### src/rtl/disp_scan4.sv
// disp_scan4: four-digit multiplexed 7-segment scanner with
// double-buffered value, dead time and leading-zero blanking.
module disp_scan4 #(
  parameter int PRESCALE     = 1024,
  parameter int BLANK_CYCLES = 16
) (
  input  logic        clk,
  input  logic        rst_n,
  input  logic        ena,
  input  logic [15:0] value_in,
  input  logic [3:0]  dp_in,
  input  logic        lz_blank,
  input  logic        value_valid,
  output logic        value_ready,
  output logic [3:0]  digit_nibble,
  output logic        digit_blank,
  output logic        dp_out,
  output logic [3:0]  digit_sel,
  output logic        frame_start
);

  typedef struct packed {
    logic [15:0] value;
    logic [3:0]  dp;
    logic        lz;
  } buf_t;

  localparam logic [15:0] LAST = 16'(PRESCALE - 1);
  localparam logic [15:0] BLK  = 16'(BLANK_CYCLES);

  logic [15:0] r_cnt;
  logic [1:0]  r_idx;
  logic        r_run;
  logic        r_ready;
  buf_t        r_pend;
  buf_t        r_act;
  logic [3:0]  r_nib;
  logic        r_blank;
  logic        r_dp;
  logic [3:0]  r_sel;
  logic        r_fs;

  logic [15:0] w_cnt_nxt;
  logic [1:0]  w_idx_nxt;
  logic        w_wrap;
  logic        w_frame;
  logic        w_show;
  logic        w_sel_on;
  logic        w_zero;
  logic        w_accept;

  // r_run distinguishes edge 0, which opens slot 0 without counting
  always_comb begin
    w_wrap    = r_run && (r_cnt == LAST);
    w_cnt_nxt = r_cnt + 16'd1;
    if (!r_run || w_wrap) w_cnt_nxt = '0;
    w_idx_nxt = w_wrap ? r_idx + 2'd1 : r_idx;
    w_frame   = !r_run || (w_wrap && r_idx == 2'd3);
    w_show    = (w_cnt_nxt == BLK);
    w_sel_on  = (w_cnt_nxt >= BLK);
    w_accept  = value_valid && r_ready;
  end

  always_comb begin
    w_zero = 1'b0;
    unique case (w_idx_nxt)
      2'd0: w_zero = 1'b0;
      2'd1: w_zero = (r_act.value[15:4] == 12'd0);
      2'd2: w_zero = (r_act.value[15:8] == 8'd0);
      2'd3: w_zero = (r_act.value[15:12] == 4'd0);
    endcase
  end

  always_ff @(posedge clk or negedge rst_n) begin
    if (!rst_n) begin
      r_cnt <= '0;
      r_idx <= '0;
      r_run <= 1'b0;
    end else if (ena) begin
      r_cnt <= w_cnt_nxt;
      r_idx <= w_idx_nxt;
      r_run <= 1'b1;
    end
  end

  always_ff @(posedge clk or negedge rst_n) begin
    if (!rst_n) begin
      r_ready <= 1'b1;
      r_pend  <= '0;
      r_act   <= '0;
    end else if (w_accept) begin
      r_pend  <= '{value: value_in, dp: dp_in, lz: lz_blank};
      r_ready <= 1'b0;
    end else if (ena && w_frame && !r_ready) begin
      r_act   <= r_pend;
      r_ready <= 1'b1;
    end
  end

  always_ff @(posedge clk or negedge rst_n) begin
    if (!rst_n) begin
      r_nib   <= '0;
      r_blank <= 1'b1;
      r_dp    <= 1'b0;
      r_sel   <= '0;
      r_fs    <= 1'b0;
    end else begin
      r_fs  <= ena && w_frame;
      r_sel <= '0;
      if (ena) begin
        if (w_sel_on) r_sel <= 4'b0001 << w_idx_nxt;
        if (w_show) begin
          r_nib   <= r_act.value[4*w_idx_nxt +: 4];
          r_dp    <= r_act.dp[w_idx_nxt];
          r_blank <= r_act.lz && w_zero;
        end
      end
    end
  end

  assign value_ready  = r_ready;
  assign digit_nibble = r_nib;
  assign digit_blank  = r_blank;
  assign dp_out       = r_dp;
  assign digit_sel    = r_sel;
  assign frame_start  = r_fs;

endmodule

### config.mk
export PLATFORM = sky130hd
export DESIGN_NAME = disp_scan4
export DESIGN_NICKNAME = d
export VERILOG_FILES = /design/src/rtl/disp_scan4.sv
export SDC_FILE = /design/constraint.sdc
export NUM_CORES = 1
export LEC_CHECK = 0
export BUFFER_PORTS_ARGS = -buffer_cell sky130_fd_sc_hd__buf_2
export CAP_MARGIN = 20
export CORE_ASPECT_RATIO = 1.5
export CORE_MARGIN = 2
export CORE_UTILIZATION = 40
export CTS_CLUSTER_DIAMETER = 120
export DETAILED_ROUTE_END_ITERATION = 8
export GPL_TIMING_DRIVEN = 0
export PLACE_DENSITY = 0.63
export SLEW_MARGIN = 5
export SYNTH_ARGS = -nofsm -noshare
export SYNTH_HDL_FRONTEND = slang
export SYNTH_SLANG_ARGS = --single-unit
### constraint.sdc
create_clock -name clk -period 2.7 [get_ports clk]
set_clock_uncertainty 0.05 [all_clocks]
set_input_delay 0 -clock clk [delete_from_list [all_inputs] [get_ports clk]]
set_output_delay 0 -clock clk [all_outputs]
set_load 0.05 [all_outputs]
* After elaboration in Yosys (flattened, before gate mapping) *
Cells that the tools add are included.

storage, ports and cells
  input bits = 25
  bits in latches = 0
  logic and storage cells = 54
  memories kept = 0
  output and inout port bits = 12
  bits in registers = 73
  memory bits (writable) = 0
  memory bits (read-only) = 0

cells by class
  $lt $le $gt $ge = 2
  add/subtract/negate cells = 2
  multiplexer cells = 9
  reductions and logical operators = 17
  $mul = 0
  divide/modulo/power cells = 0
  bitwise operators = 1
  eq/ne operators = 6
  shift-type cells = 2

operators by type and width
  operator                                                             count
  adder 16 x 1 -> 16 bit (second input constant)                       1
  == test 16 x 10 -> 1 bit (second input constant)                     1
  == test 16 x 5 -> 1 bit (second input constant)                      1
  greater-or-equal comparator 16 x 5 -> 1 bit (second input constant)  1
  2-to-1 mux 16 bit                                                    1
  indexed part select 16 x 5 -> 4 bit                                  1
  zero test 12 bit                                                     1
  zero test 8 bit                                                      1
  2-to-1 mux 4 bit                                                     2
  == test 2 bit (second input constant)                                3
  logical AND 1 bit                                                    6
  zero test 4 bit                                                      1
  case mux 1 bit (4 select lines)                                      1
  AND reduction 2 bit                                                  2
  << shifter 1 x 2 -> 4 bit (first input constant)                     1
  < comparator 2 x 3 -> 1 bit (second input constant)                  1
  2-to-1 mux 1 bit                                                     3
  adder 2 x 1 -> 2 bit (second input constant)                         1
  binary-select mux 1 bit (select 2 bit)                               1
  == test 2 x 1 -> 1 bit (second input constant)                       1
  zero test 1 bit                                                      2
  zero test 2 bit                                                      1
  logical OR 1 bit                                                     2
  2-to-1 mux 2 bit                                                     1
  other kinds (2)                                                      2

* Longest topological paths before layout *
Gate-level depths: netlist (run 1).

  depth in word-level cells = 8
  mapped depth = 9
  mapped depth without buffers = 7

* Worst setup path after synthesis (run 1) *
OpenSTA, ideal clock, no wires.

  kind = reg2reg
  start point = register r_cnt[0]
  end point = register r_nib[2] (netlist: digit_nibble[2])
  setup time = 0.121 ns
  cell stages (with the launch flop) = 10
  period minus slack after synthesis = 2.415 ns
  data required time = 2.529 ns
  arrival time = 2.244 ns
  path slack = 0.285 ns
  buffers on the path = 2
  path through = dfrtp_1 -> ha_1 -> and3_1 -> clkbuf_1 -> nand4b_1 -> a211oi_1 -> o211ai_1 -> or3_1 -> buf_2 -> a22o_1

on the way
  cells in the longest elaborated chain, start to end = 6
  elaborated cells between the ends (all ways) = 9
  classes of those cells = 1 x add/sub; 2 x eq/ne; 1 x shift; 2 x mux; 3 x reduce/logical

RTL lines
  what                                                            line  text
  start: declaration                                              31    logic [15:0] r_cnt;
  start signal: assignment                                        80    r_cnt <= w_cnt_nxt;
  branches (longest 6 deep; another with adder 16 x 1 -> 16 bit)  -
  end signal: assignment                                          113   r_nib <= r_act.value[4*w_idx_nxt +: 4];
  end: declaration                                                37    logic [3:0] r_nib;

Parallel ways; which one is timed is not known.
A chain may end at the register's enable or synchronous reset.

* Worst setup path in the final report (run 1) *
  start point = register r_cnt[11]
  end point = register r_blank (netlist: digit_blank)

on the way
  cells in the longest elaborated chain, start to end = 6
  elaborated cells between the ends (all ways) = 14
  classes of those cells = 1 x add/sub; 5 x eq/ne; 3 x mux; 5 x reduce/logical

RTL lines
  what                                                            line  text
  branches (longest 6 deep; another with adder 16 x 1 -> 16 bit)  -
  end signal: assignment                                          115   r_blank <= r_act.lz && w_zero;
  end: declaration                                                38    logic r_blank;

Parallel ways; which one is timed is not known.

==> results of run 1 <==
-- per-layer routing --
| layer | share of wire | vias to the layer above | track usage |
|---|---|---|---|
| met2 | 0.55 | 56 | 0.316 |
| met5 | 0 | - | 0 |
| met1 | 0.38 | 1388 | 0.187 |
| li1 | - | 1340 | - |
| met4 | 0.040 | 0 | 0.0984 |
| met3 | 0.027 | 23 | 0.0356 |
-- per-stage QoR --
stage | setup TNS (ns) | hold slack [ns] | total power [mW] | std cells | setup WS [ns]
5_1_grt | 0 | 0.0502 | 2.89 | 507 | 0.0161
3_5_place_dp | -0.194 | -0.129 | 1.47 | 469 | -0.0455
3_3_place_gp | 0 | 0.182 | 1.45 | 468 | 0.00282
2_1_floorplan | 0 | -0.346 | 1.37 | 320 | 0.285
6_report | 0 | 0.0329 | 2.77 | 507 | 0.0990
4_1_cts | 0 | 0.0148 | 2.79 | 508 | 0.0533
-- worst max-delay path: cells and delay by family (launching register included) --
family / cells / cell delay [ns]
AO/OA/AOI/OAI: 4 / 1.10
buffers and inverters: 2 / 0.49
flip-flops: 1 / 0.35
AND/OR/NAND/NOR: 1 / 0.56
-- area by class of cell --
class,count,area share
Clock buffer,14,0.0565
Sequential cell,73,0.392
Inverter,3,0.00241
Tap cell,112,0.0300
Multi-Input combinational cell,223,0.388
Timing Repair Buffer,60,0.0942
Clock inverter,2,0.0129
Buffer,20,0.0241
-- layout by cell type, fill, tap and decap left out, types with 3 or more instances in the layout --
cell type and instances:
sky130_fd_sc_hd__a21oi_1 5, sky130_fd_sc_hd__a22o_1 5, sky130_fd_sc_hd__a31oi_1 4, sky130_fd_sc_hd__buf_2 39, sky130_fd_sc_hd__buf_4 3, sky130_fd_sc_hd__buf_6 3, sky130_fd_sc_hd__clkbuf_1 10, sky130_fd_sc_hd__clkbuf_16 9
sky130_fd_sc_hd__dfrtp_1 69, sky130_fd_sc_hd__dlygate4sd3_1 23, sky130_fd_sc_hd__inv_1 3, sky130_fd_sc_hd__mux2_2 42, sky130_fd_sc_hd__mux2i_1 3, sky130_fd_sc_hd__mux4_2 8, sky130_fd_sc_hd__nand2_1 24, sky130_fd_sc_hd__nand3_1 14
sky130_fd_sc_hd__nor2_1 23, sky130_fd_sc_hd__nor3_1 3, sky130_fd_sc_hd__nor4_1 4, sky130_fd_sc_hd__o21ai_0 19, sky130_fd_sc_hd__o22ai_1 3, sky130_fd_sc_hd__o2bb2ai_1 4, sky130_fd_sc_hd__o31ai_1 5, sky130_fd_sc_hd__o41ai_1 4
sky130_fd_sc_hd__xnor2_1 6
-- state kept, by name (all words and copies together) (netlist names) --
register / flops
dp_out: 1
frame_start: 1
r_cnt: 16
digit_sel: 4
value_ready: 1
r_idx: 2
r_pend: 21
digit_nibble: 4
r_run: 1
digit_blank: 1
r_act: 21
-- kinds of logic (layout without fill, tap and decap cells) --
group | Yosys count | in the layout | share of synthesized area
fa+ha+maj | 2 | 2 | 0.00670
simple gates | 97 | 97 | 0.148
compound gates | 62 | 62 | 0.116
mux | 55 | 55 | 0.189
buf+inv | 24 | 99 | 0.0338
xor+xnor | 7 | 7 | 0.0164
flops | 73 | 73 | 0.490
-- cells in the mapped netlist, drive strengths merged (3+ instances only) --
cell type	instances	area, µm²
o31ai	5	37.5
nor2	24	90.1
nor4	7	65.1
a31oi	4	25.0
nor3	5	35.0
mux4	8	180
a211oi	3	35.0
mux2i	3	30.0
inv	3	11.3
o21ai	20	100
dfrtp	71	1780
a21oi	5	25.0
or3	4	27.5
a22o	5	43.8
mux2	44	495
nand3	15	80.1
o2bb2ai	4	35.0
clkbuf	10	38.8
o22ai	3	18.8
buf	11	76.3
nand2	24	90.1
nand4	3	48.8
o41ai	4	35.0
xnor2	6	52.6
-- how the worst max path moves through the flow --
stage | from | to | slack, ns | cells past startpoint
after detailed placement | r_cnt[0] | digit_nibble[3] | -0.05 | 9
final | r_cnt[11] | digit_blank | 0.1 | 7
after floorplan | r_cnt[0] | digit_nibble[2] | 0.28 | 9
after global placement | r_cnt[0] | digit_nibble[2] | 0.003 | 9
after global routing | r_cnt[10] | r_act[17] | 0.02 | 7
after CTS | r_cnt[0] | digit_nibble[3] | 0.05 | 9
-- power groups by stage --
stage	Clock [mW]	Sequential (mW)	Combinational, mW
finish	1.28	1.18	0.307
global route	1.36	1.18	0.345
CTS	1.31	1.18	0.300
detailed placement	0	1.19	0.273
global placement	0	1.19	0.259
floorplan	0	1.19	0.183
-- timing repair --
item                                   in CTS  in global routing
gates cloned                                0                  0
hold buffers                               23                  0
endpoints found under the hold margin      94                  0
buffers inserted                            0                  0
resized for setup                           3                  8
setup endpoints to repair                   7                 30
==> run_results.csv, run 1 <==
group,metric,value,unit
drt,drcViolationCount,0,
setup_path,worst_ep_required_time,2.92,ns
drt,drt-vias-per-instance,5.54,
place,port_buffers,36,
sta,timing.fmax,0.384,GHz
sta,period_minus_slack,2.60,ns
global_routing,vias_in_the_first_global_route,2958,
worst_hold_path,min-delay-start,"value_valid",
setup_path,critical-path-slowest-cell,"sky130_fd_sc_hd__or4_4",
place,placed_inst_area,4080,µm²
place,routabilityCongestion,0.857,
pwr,power_per_cell_area,593,nW/µm²
setup_path,timing.rr.end,"digit_blank",
synth,synth_enable_flop_cells,0,
synth,yosys_register_bits,73,
clock_tree,clk_pin_slew,0.05,ns
floorplanning,die_y,122,µm
synth,synth-warning-count,0,
drt,dr_total_vias,2807,
setup_path,critPathCaptureType,"register",
pwr,cellInternalPower,2.13,mW
clock_tree,ctsRootBufferMaster,"sky130_fd_sc_hd__clkbuf_16",
flow_run,max_cap_violations,0,
floorplanning,io_pins,37,
sta,worst_slew_pin_tran,0.594,ns
clock_tree,numCtsBuffers,9,
cells_and_area,finalCoreUtilization,0.511,
synth,most_common_flop_cell_mapped_by_yosys,"sky130_fd_sc_hd__dfrtp_1",
synth,synth.avg_cell_area,11.7,µm²
cells_and_area,drive_gt1_frac,0.334,
synth,mappedNetlistArea,3730,µm²
sta,slew-limit-headroom,0.600,
floorplanning,placeableCoreArea,9150,µm²
cells_and_area,regArea,1830,µm²
drt,detailed_route_wire_length,8090,µm
clock_tree,clkSinkCount,73,
pwr,swShare,0.232,
setup_path,reg2regPathDepth,7,
worst_hold_path,number_of_cells_traversed_by_the_worst_hold_path,3,
setup_path,path_max_fanout,10,
global_routing,grt_first_pass_wirelength,14000,µm
pwr,seqPwrFrac,0.426,
drt,drt_first_iter_violations,115,
setup_path,crit_path_cell_chain,"buf_2 > or4_4 > o41ai_1 > buf_2 > a31oi_1 > a211oi_4 > a32o_1",
setup_path,worst-endpoint-arrival,2.82,ns
sta,final_max_slew_viol_count,0,
setup_path,timing.critical_path.slowest_cell_delay,0.56,ns
setup_path,critical_setup_path_class,"reg -> reg",
worst_hold_path,hold_ep,"r_pend[9]",
floorplanning,die_area,10100,µm²
global_routing,global_route.overflow_total,0,
cells_and_area,post-route-cell-area,4670,µm²
drt,ant_nets,0,
clock_tree,cts_buffer_depth,2,
clock_tree,clock_tree_from_tritoncts,"yes",
setup_path,r2r_start,"r_cnt[11]",
synth,seq_area_frac_synth,0.490,
sta,number_of_hold_slack_violations_in_the_final_timing_report,0,
pwr,clockPowerShare,0.463,
drt,drt-wirelength-per-cell,15.9,µm
synth,synth.net_count,347,
global_routing,grt_antenna_before_repair,0,
floorplanning,die_width,82.9,µm
clock_tree,ctsHtreeMaxLevel,3,
sta,rsz0062_at_grt,"no",
pwr,power.static_leakage,2.15,nW
sta,setup_viol_count_final,0,
sta,timing.final.crit_share,0.963,
global_routing,grt_util_all_layers,0.173,
setup_path,critPathMostFrequentCell,"sky130_fd_sc_hd__buf_2",
clock_tree,clock_insertion_delay_worst_skew,0.33,ns
pwr,combPwrFrac,0.111,
floorplanning,floorplan.rows,43,
cells_and_area,layout-area-overhead-vs-synth,25.2,%
worst_hold_path,holdCritPathClass,"in -> reg",
global_routing,grt_start_max_net_pins,52,
cells_and_area,multiInputGateArea,1810,µm²
status,run_status,"finished clean",
setup_path,timing.reg2reg.setup_slack,0.1,ns
cells_and_area,antennaDiodeCount,0,
cells_and_area,num-nets-final,417,
pwr,vdd_ir_drop_max,0.481,mV
place,detailed_place_hpwl,5860,µm
cells_and_area,num-fill-cells,855,
synth,synth_cell_types,57,
setup_path,startpoint_type,"register",
synth,synthesis.instances,320,
drt,detailedRoute.firstPassIterationCount,5,
synth,async_flop_share,1.00,
floorplanning,start_util,0.408,
pwr,switchingPower,643,µW
Note: power is estimated with default switching activity, not from simulation.
==> run 2, diff against run 1 <==
==> constraint.sdc (replaced) <==
create_clock -name clk -period 2.7 [get_ports clk]
set_clock_uncertainty 0.05 [all_clocks]
set_input_delay 0.405 -clock clk [delete_from_list [all_inputs] [get_ports clk]]
set_output_delay 0.405 -clock clk [all_outputs]
set_load 0.05 [all_outputs]
==> run 2 against run 1 <==
  * Flip-flop and latch count is the same
  * Critical path depth did not move
  * Critical endpoint unchanged
  * Wire length down 2.3%
  * Fmax fell by 1.3%
  * Power decreased by 0.82%
  * Global-route usage down 0.46 points
  * Critical path type unchanged
  * Register-to-register slack got worse by 0.03 ns
  * Non-clock buffer count down 22
  * Sequential power about the same
==> run_results.csv, run 2 (synthesized netlist as in run 1, its figures left out) <==
group,metric,value,unit
cells_and_area,multiInputGateArea,1810,µm²
cells_and_area,num-nets-final,395,
setup_path,r2r_start,"r_cnt[10]",
cells_and_area,largestRegisters,"r_act: 21 flops, r_pend: 21 flops, r_cnt: 16 flops",
cells_and_area,final_cells,485,
global_routing,grt_util_all_layers,0.169,
cells_and_area,antennaDiodeCount,0,
place,dp_cells,469,
worst_hold_path,holdCritPathClass,"in -> reg",
worst_hold_path,number_of_cells_traversed_by_the_worst_hold_path,2,
pwr,cellInternalPower,2.11,mW
pwr,design_power_total,2.75,mW
clock_tree,ctsRootBufferMaster,"sky130_fd_sc_hd__clkbuf_16",
clock_tree,clkSinkCount,73,
floorplanning,die_area,10100,µm²
sta,fin_worst_setup_slack,0.0660,ns
setup_path,crit_path_cell_chain,"buf_6 > or4_4 > o41ai_1 > buf_2 > a31oi_1 > a211oi_4 > a32o_1",
setup_path,path_depth,7,
setup_path,startpoint_type,"register",
pwr,switchingPower,641,µW
setup_path,reg2regPathDepth,7,
cells_and_area,num-fill-cells,872,
clock_tree,cts_buffer_depth,2,
floorplanning,io_pins,37,
cells_and_area,drive_gt1_frac,0.354,
drt,drt-wirelength-per-cell,16.3,µm
cells_and_area,layout-area-overhead-vs-synth,19.3,%
cells_and_area,finalCoreUtilization,0.487,
cells_and_area,regArea,1830,µm²
status,run_status,"finished clean",
clock_tree,clock_insertion_delay_worst_skew,0.33,ns
place,port_buffers,36,
setup_path,cp_num_buf_inv,2,
setup_path,worst_ep_required_time,2.92,ns
sta,totalNegativeSetupSlack,0,ns
floorplanning,die_y,122,µm
setup_path,worst-endpoint-arrival,2.85,ns
setup_path,critical_path.startpoint,"r_cnt[10]",
pwr,swShare,0.233,
clock_tree,clock_tree_from_tritoncts,"yes",
cells_and_area,most_frequent_standard_cell_in_the_layout_excluding_fill_and_tap_cells,"sky130_fd_sc_hd__dfrtp_1",
worst_hold_path,min-delay-start,"value_in[11]",
sta,final_max_slew_viol_count,0,
global_routing,grt_antenna_before_repair,0,
pwr,clockPowerShare,0.468,
global_routing,grt_start_max_net_pins,52,
global_routing,global_route.overflow_total,0,
floorplanning,die_width,82.9,µm
pwr,seqPwrFrac,0.430,
setup_path,critical_setup_path_class,"reg -> reg",
setup_path,path_max_fanout,10,
floorplanning,floorplan.rows,43,
pwr,combPwrFrac,0.103,
drt,dr_total_vias,2724,
drt,drt-vias-per-instance,5.62,
drt,detailed_route_wire_length,7900,µm
floorplanning,start_util,0.408,
place,routabilityCongestion,0.857,
place,placed_inst_area,4080,µm²
setup_path,critical-path-slowest-cell,"sky130_fd_sc_hd__or4_4",
sta,setup_viol_count_final,0,
setup_path,critPathCaptureType,"register",
setup_path,timing.critical_path.slowest_cell_delay,0.57,ns
floorplanning,placeableCoreArea,9150,µm²
sta,timing.hold.ws,0.254,ns
sta,timing.fmax,0.380,GHz
sta,worst_slew_pin_tran,0.594,ns
clock_tree,numCtsBuffers,9,
place,detailed_place_hpwl,5860,µm
sta,timing.final.crit_share,0.976,
sta,period_minus_slack,2.63,ns
drt,detailedRoute.firstPassIterationCount,4,
sta,slew-limit-headroom,0.600,
flow_run,max_cap_violations,0,
cells_and_area,post-route-cell-area,4450,µm²
pwr,power.static_leakage,2.05,nW
drt,drcViolationCount,0,
sta,number_of_hold_slack_violations_in_the_final_timing_report,0,
setup_path,crit_family,"compound AO/OA/AOI/OAI gates",
global_routing,vias_in_the_first_global_route,2819,
pwr,power_per_cell_area,617,nW/µm²
sta,rsz0062_at_grt,"no",
clock_tree,post-cts-setup-buffers,0,
clock_tree,ctsHtreeMaxLevel,3,
global_routing,grt_first_pass_wirelength,13600,µm
clock_tree,clk_pin_slew,0.06,ns
pwr,vdd_ir_drop_max,0.480,mV
place,preCtsSetupSlack,-0.0455,ns
cells_and_area,final_cell_mix,"69 x sky130_fd_sc_hd__dfrtp_1, 42 x sky130_fd_sc_hd__mux2_2, 39 x sky130_fd_sc_hd__buf_2",
setup_path,timing.reg2reg.setup_slack,0.07,ns
drt,ant_nets,0,
drt,drt_first_iter_violations,117,
==> run 2: power groups by stage <==
stage	sequential, mW	clock [mW]	combinational, mW
after floorplan	1.19	0	0.183
after global placement	1.19	0	0.259
after CTS	1.18	1.31	0.276
after global routing	1.18	1.36	0.319
after detailed placement	1.19	0	0.273
final	1.18	1.28	0.282
==> run 2: worst paths after layout <==
| check | endpoint |
|---|---|
| worst max-delay path | digit_blank |
| worst min-delay path | r_pend[16] |
| worst max register to register | digit_blank |
| worst min register to register | r_act[4] |
| max in group asynchronous | value_ready |
| min in group asynchronous | r_cnt[5] |
==> run 2: repair_timing <==
action / CTS / global route
setup endpoints to repair: 7 / 30
hold endpoints to repair: 21 / 0
gates cloned: 0 / 0
gates resized for setup: 3 / 8
hold buffers: 1 / 0
pin swaps: 0 / 0
==> run 2: per-layer routing <==
layer,vias up,part of all wire,track usage
li1,1292,-,-
met1,1339,0.38,0.184
met2,66,0.54,0.302
met3,27,0.029,0.0363
met4,0,0.046,0.0984
met5,-,0,0
==> run 2: final cells by class <==
type	instances	area share
Sequential cell	73	0.411
Multi-Input combinational cell	223	0.407
Clock buffer	14	0.0593
Timing Repair Buffer	38	0.0495
Tap cell	112	0.0315
Buffer	20	0.0253
Clock inverter	2	0.0135
Inverter	3	0.00253
==> run 3, diff against run 2 <==
--- a/config.mk
+++ b/config.mk
@@ -7,7 +7,6 @@
 export LEC_CHECK = 0
 export BUFFER_PORTS_ARGS = -buffer_cell sky130_fd_sc_hd__buf_2
 export CAP_MARGIN = 20
-export CORE_ASPECT_RATIO = 1.5
 export CORE_MARGIN = 2
 export CORE_UTILIZATION = 40
 export CTS_CLUSTER_DIAMETER = 120
==> run 3 against run 2 <==
  * Utilization is 0.96 points lower
  * First-iteration DRC count up 30%
  * Final area fell by 1.9%
  * Wire length up 0.58%
  * Sequential power is essentially flat
  * Critical path type unchanged
  * Critical endpoint is now r_act[11]
  * Largest cell class is now multi-input gates
==> run_results.csv, run 3 (synthesized netlist as in run 1, its figures left out) <==
group,metric,value,unit
status,run_status,"finished clean",
sta,timing.hold.ws,0.216,ns
global_routing,vias_in_the_first_global_route,2649,
floorplanning,io_pins,37,
cells_and_area,most_frequent_standard_cell_in_the_layout_excluding_fill_and_tap_cells,"sky130_fd_sc_hd__dfrtp_1",
setup_path,worst_ep_required_time,2.90,ns
setup_path,worst-endpoint-arrival,2.73,ns
cells_and_area,post-route-cell-area,4370,µm²
cells_and_area,largestRegisters,"r_act: 21 flops, r_pend: 21 flops, r_cnt: 16 flops",
cells_and_area,antennaDiodeCount,0,
setup_path,timing.critical_path.slowest_cell_delay,0.57,ns
clock_tree,clkSinkCount,73,
cells_and_area,final_cells,484,
sta,fin_worst_setup_slack,0.162,ns
cells_and_area,final_cell_mix,"69 x sky130_fd_sc_hd__dfrtp_1, 42 x sky130_fd_sc_hd__mux2_2, 38 x sky130_fd_sc_hd__buf_2",
drt,detailedRoute.firstPassIterationCount,4,
place,port_buffers,36,
setup_path,crit_family,"simple AND/OR/NAND/NOR gates",
floorplanning,die_y,101,µm
sta,worst_slew_pin_tran,0.611,ns
sta,final_max_slew_viol_count,0,
pwr,power.static_leakage,2.01,nW
clock_tree,ctsHtreeMaxLevel,3,
setup_path,reg2regPathDepth,7,
drt,detailed_route_wire_length,7950,µm
flow_run,max_cap_violations,0,
drt,drt-wirelength-per-cell,16.4,µm
clock_tree,clock_tree_from_tritoncts,"yes",
global_routing,global_route.overflow_total,0,
clock_tree,cts_buffer_depth,2,
place,preCtsSetupSlack,-0.0805,ns
worst_hold_path,holdCritPathClass,"in -> reg",
floorplanning,placeableCoreArea,9150,µm²
global_routing,grt_start_max_net_pins,53,
sta,slew-limit-headroom,0.593,
sta,period_minus_slack,2.54,ns
floorplanning,die_area,10100,µm²
place,detailed_place_hpwl,5770,µm
sta,rsz0062_at_grt,"no",
global_routing,grt_util_all_layers,0.173,
clock_tree,clock_insertion_delay_worst_skew,0.36,ns
setup_path,crit_path_cell_chain,"buf_6 > or4_4 > nor4_4 > nor2_2 > nor3_4 > buf_4 > mux2_2",
drt,drt_first_iter_violations,152,
place,placed_inst_area,4080,µm²
cells_and_area,num-nets-final,395,
clock_tree,numCtsBuffers,9,
setup_path,critical_setup_path_class,"reg -> reg",
drt,dr_total_vias,2700,
global_routing,grt_antenna_before_repair,0,
sta,number_of_hold_slack_violations_in_the_final_timing_report,0,
setup_path,cp_num_buf_inv,2,
setup_path,path_max_fanout,10,
floorplanning,start_util,0.408,
setup_path,critPathCaptureType,"register",
floorplanning,die_width,101,µm
pwr,power_per_cell_area,544,nW/µm²
pwr,vdd_ir_drop_max,0.302,mV
drt,ant_nets,0,
global_routing,grt_first_pass_wirelength,13700,µm
setup_path,critical-path-slowest-cell,"sky130_fd_sc_hd__or4_4",
worst_hold_path,number_of_cells_traversed_by_the_worst_hold_path,2,
sta,setup_viol_count_final,0,
place,routabilityCongestion,0.856,
clock_tree,ctsRootBufferMaster,"sky130_fd_sc_hd__clkbuf_8",
drt,drt-vias-per-instance,5.58,
setup_path,startpoint_type,"register",
drt,drcViolationCount,0,
cells_and_area,drive_gt1_frac,0.367,
sta,timing.final.crit_share,0.940,
clock_tree,clk_pin_slew,0.09,ns
sta,timing.fmax,0.394,GHz
place,dp_cells,468,
floorplanning,floorplan.rows,35,
cells_and_area,layout-area-overhead-vs-synth,17.0,%
setup_path,path_depth,7,
run 3: cell types whose count changed in the layout (fill, tap and decap cells not counted), sizes merged:
| cell | previous run | this run |
|---|---|---|
| buf | 48 | 47 |
| inv | 3 | 8 |
| bufinv | 2 | 1 |
| clkbuf | 23 | 19 |
| clkinvlp | 0 | 1 |
run 3: path summary, 6_finish.rpt:
| kind | from | to | slack, ns |
|---|---|---|---|
| min in group asynchronous | rst_n | r_cnt[7] | 0.43 |
| min reg2reg | r_pend[13] | r_act[13] | 0.46 |
| min | value_in[14] | r_pend[19] | 0.22 |
| max in group asynchronous | rst_n | digit_blank | 1.57 |
| max reg2reg | r_cnt[10] | r_act[11] | 0.16 |
| max | r_cnt[10] | r_act[11] | 0.16 |
run 3: per-layer routing:
metal,up-vias,routed length (µm),track usage
li1,1288,-,-
met1,1339,3790,0.245
met2,65,3640,0.259
met3,8,407,0.0451
met4,0,108,0.0537
met5,-,0,0
run 3: report_power, final:
group	internal, mW	total [mW]	switching [mW]	leakage [nW]
clock	0.446	0.914	0.468	0.103
sequential	1.13	1.18	0.0491	0.987
combinational	0.119	0.282	0.163	0.917
run 3: metrics by stage:
step	power [mW]	utilization	TNS [ns]
6_report	2.37	0.477	0
5_1_grt	2.49	0.477	0
4_1_cts	2.39	0.474	0
3_5_place_dp	1.46	0.446	-0.587
3_3_place_gp	1.45	0.443	0
2_1_floorplan	1.37	-	0
run 3: timing repair:
item                                    in CTS  in global routing
pin swaps                                    0                  2
gates resized for setup                      7                  9
hold buffers                                 1                  0
hold endpoints to repair                    20                  0
endpoints found under the setup margin      26                 30
buffers inserted                             0                  0
run 3: cell type report:
class	instances	area, µm²
plain buffers	20	115
fillers	826	4780
inverters	3	11.3
multi-input cells	223	1840
flip-flops and latches	73	1830
well taps	111	139
repair buffers	38	220
clock inverters	7	83.8
clock buffers	9	124
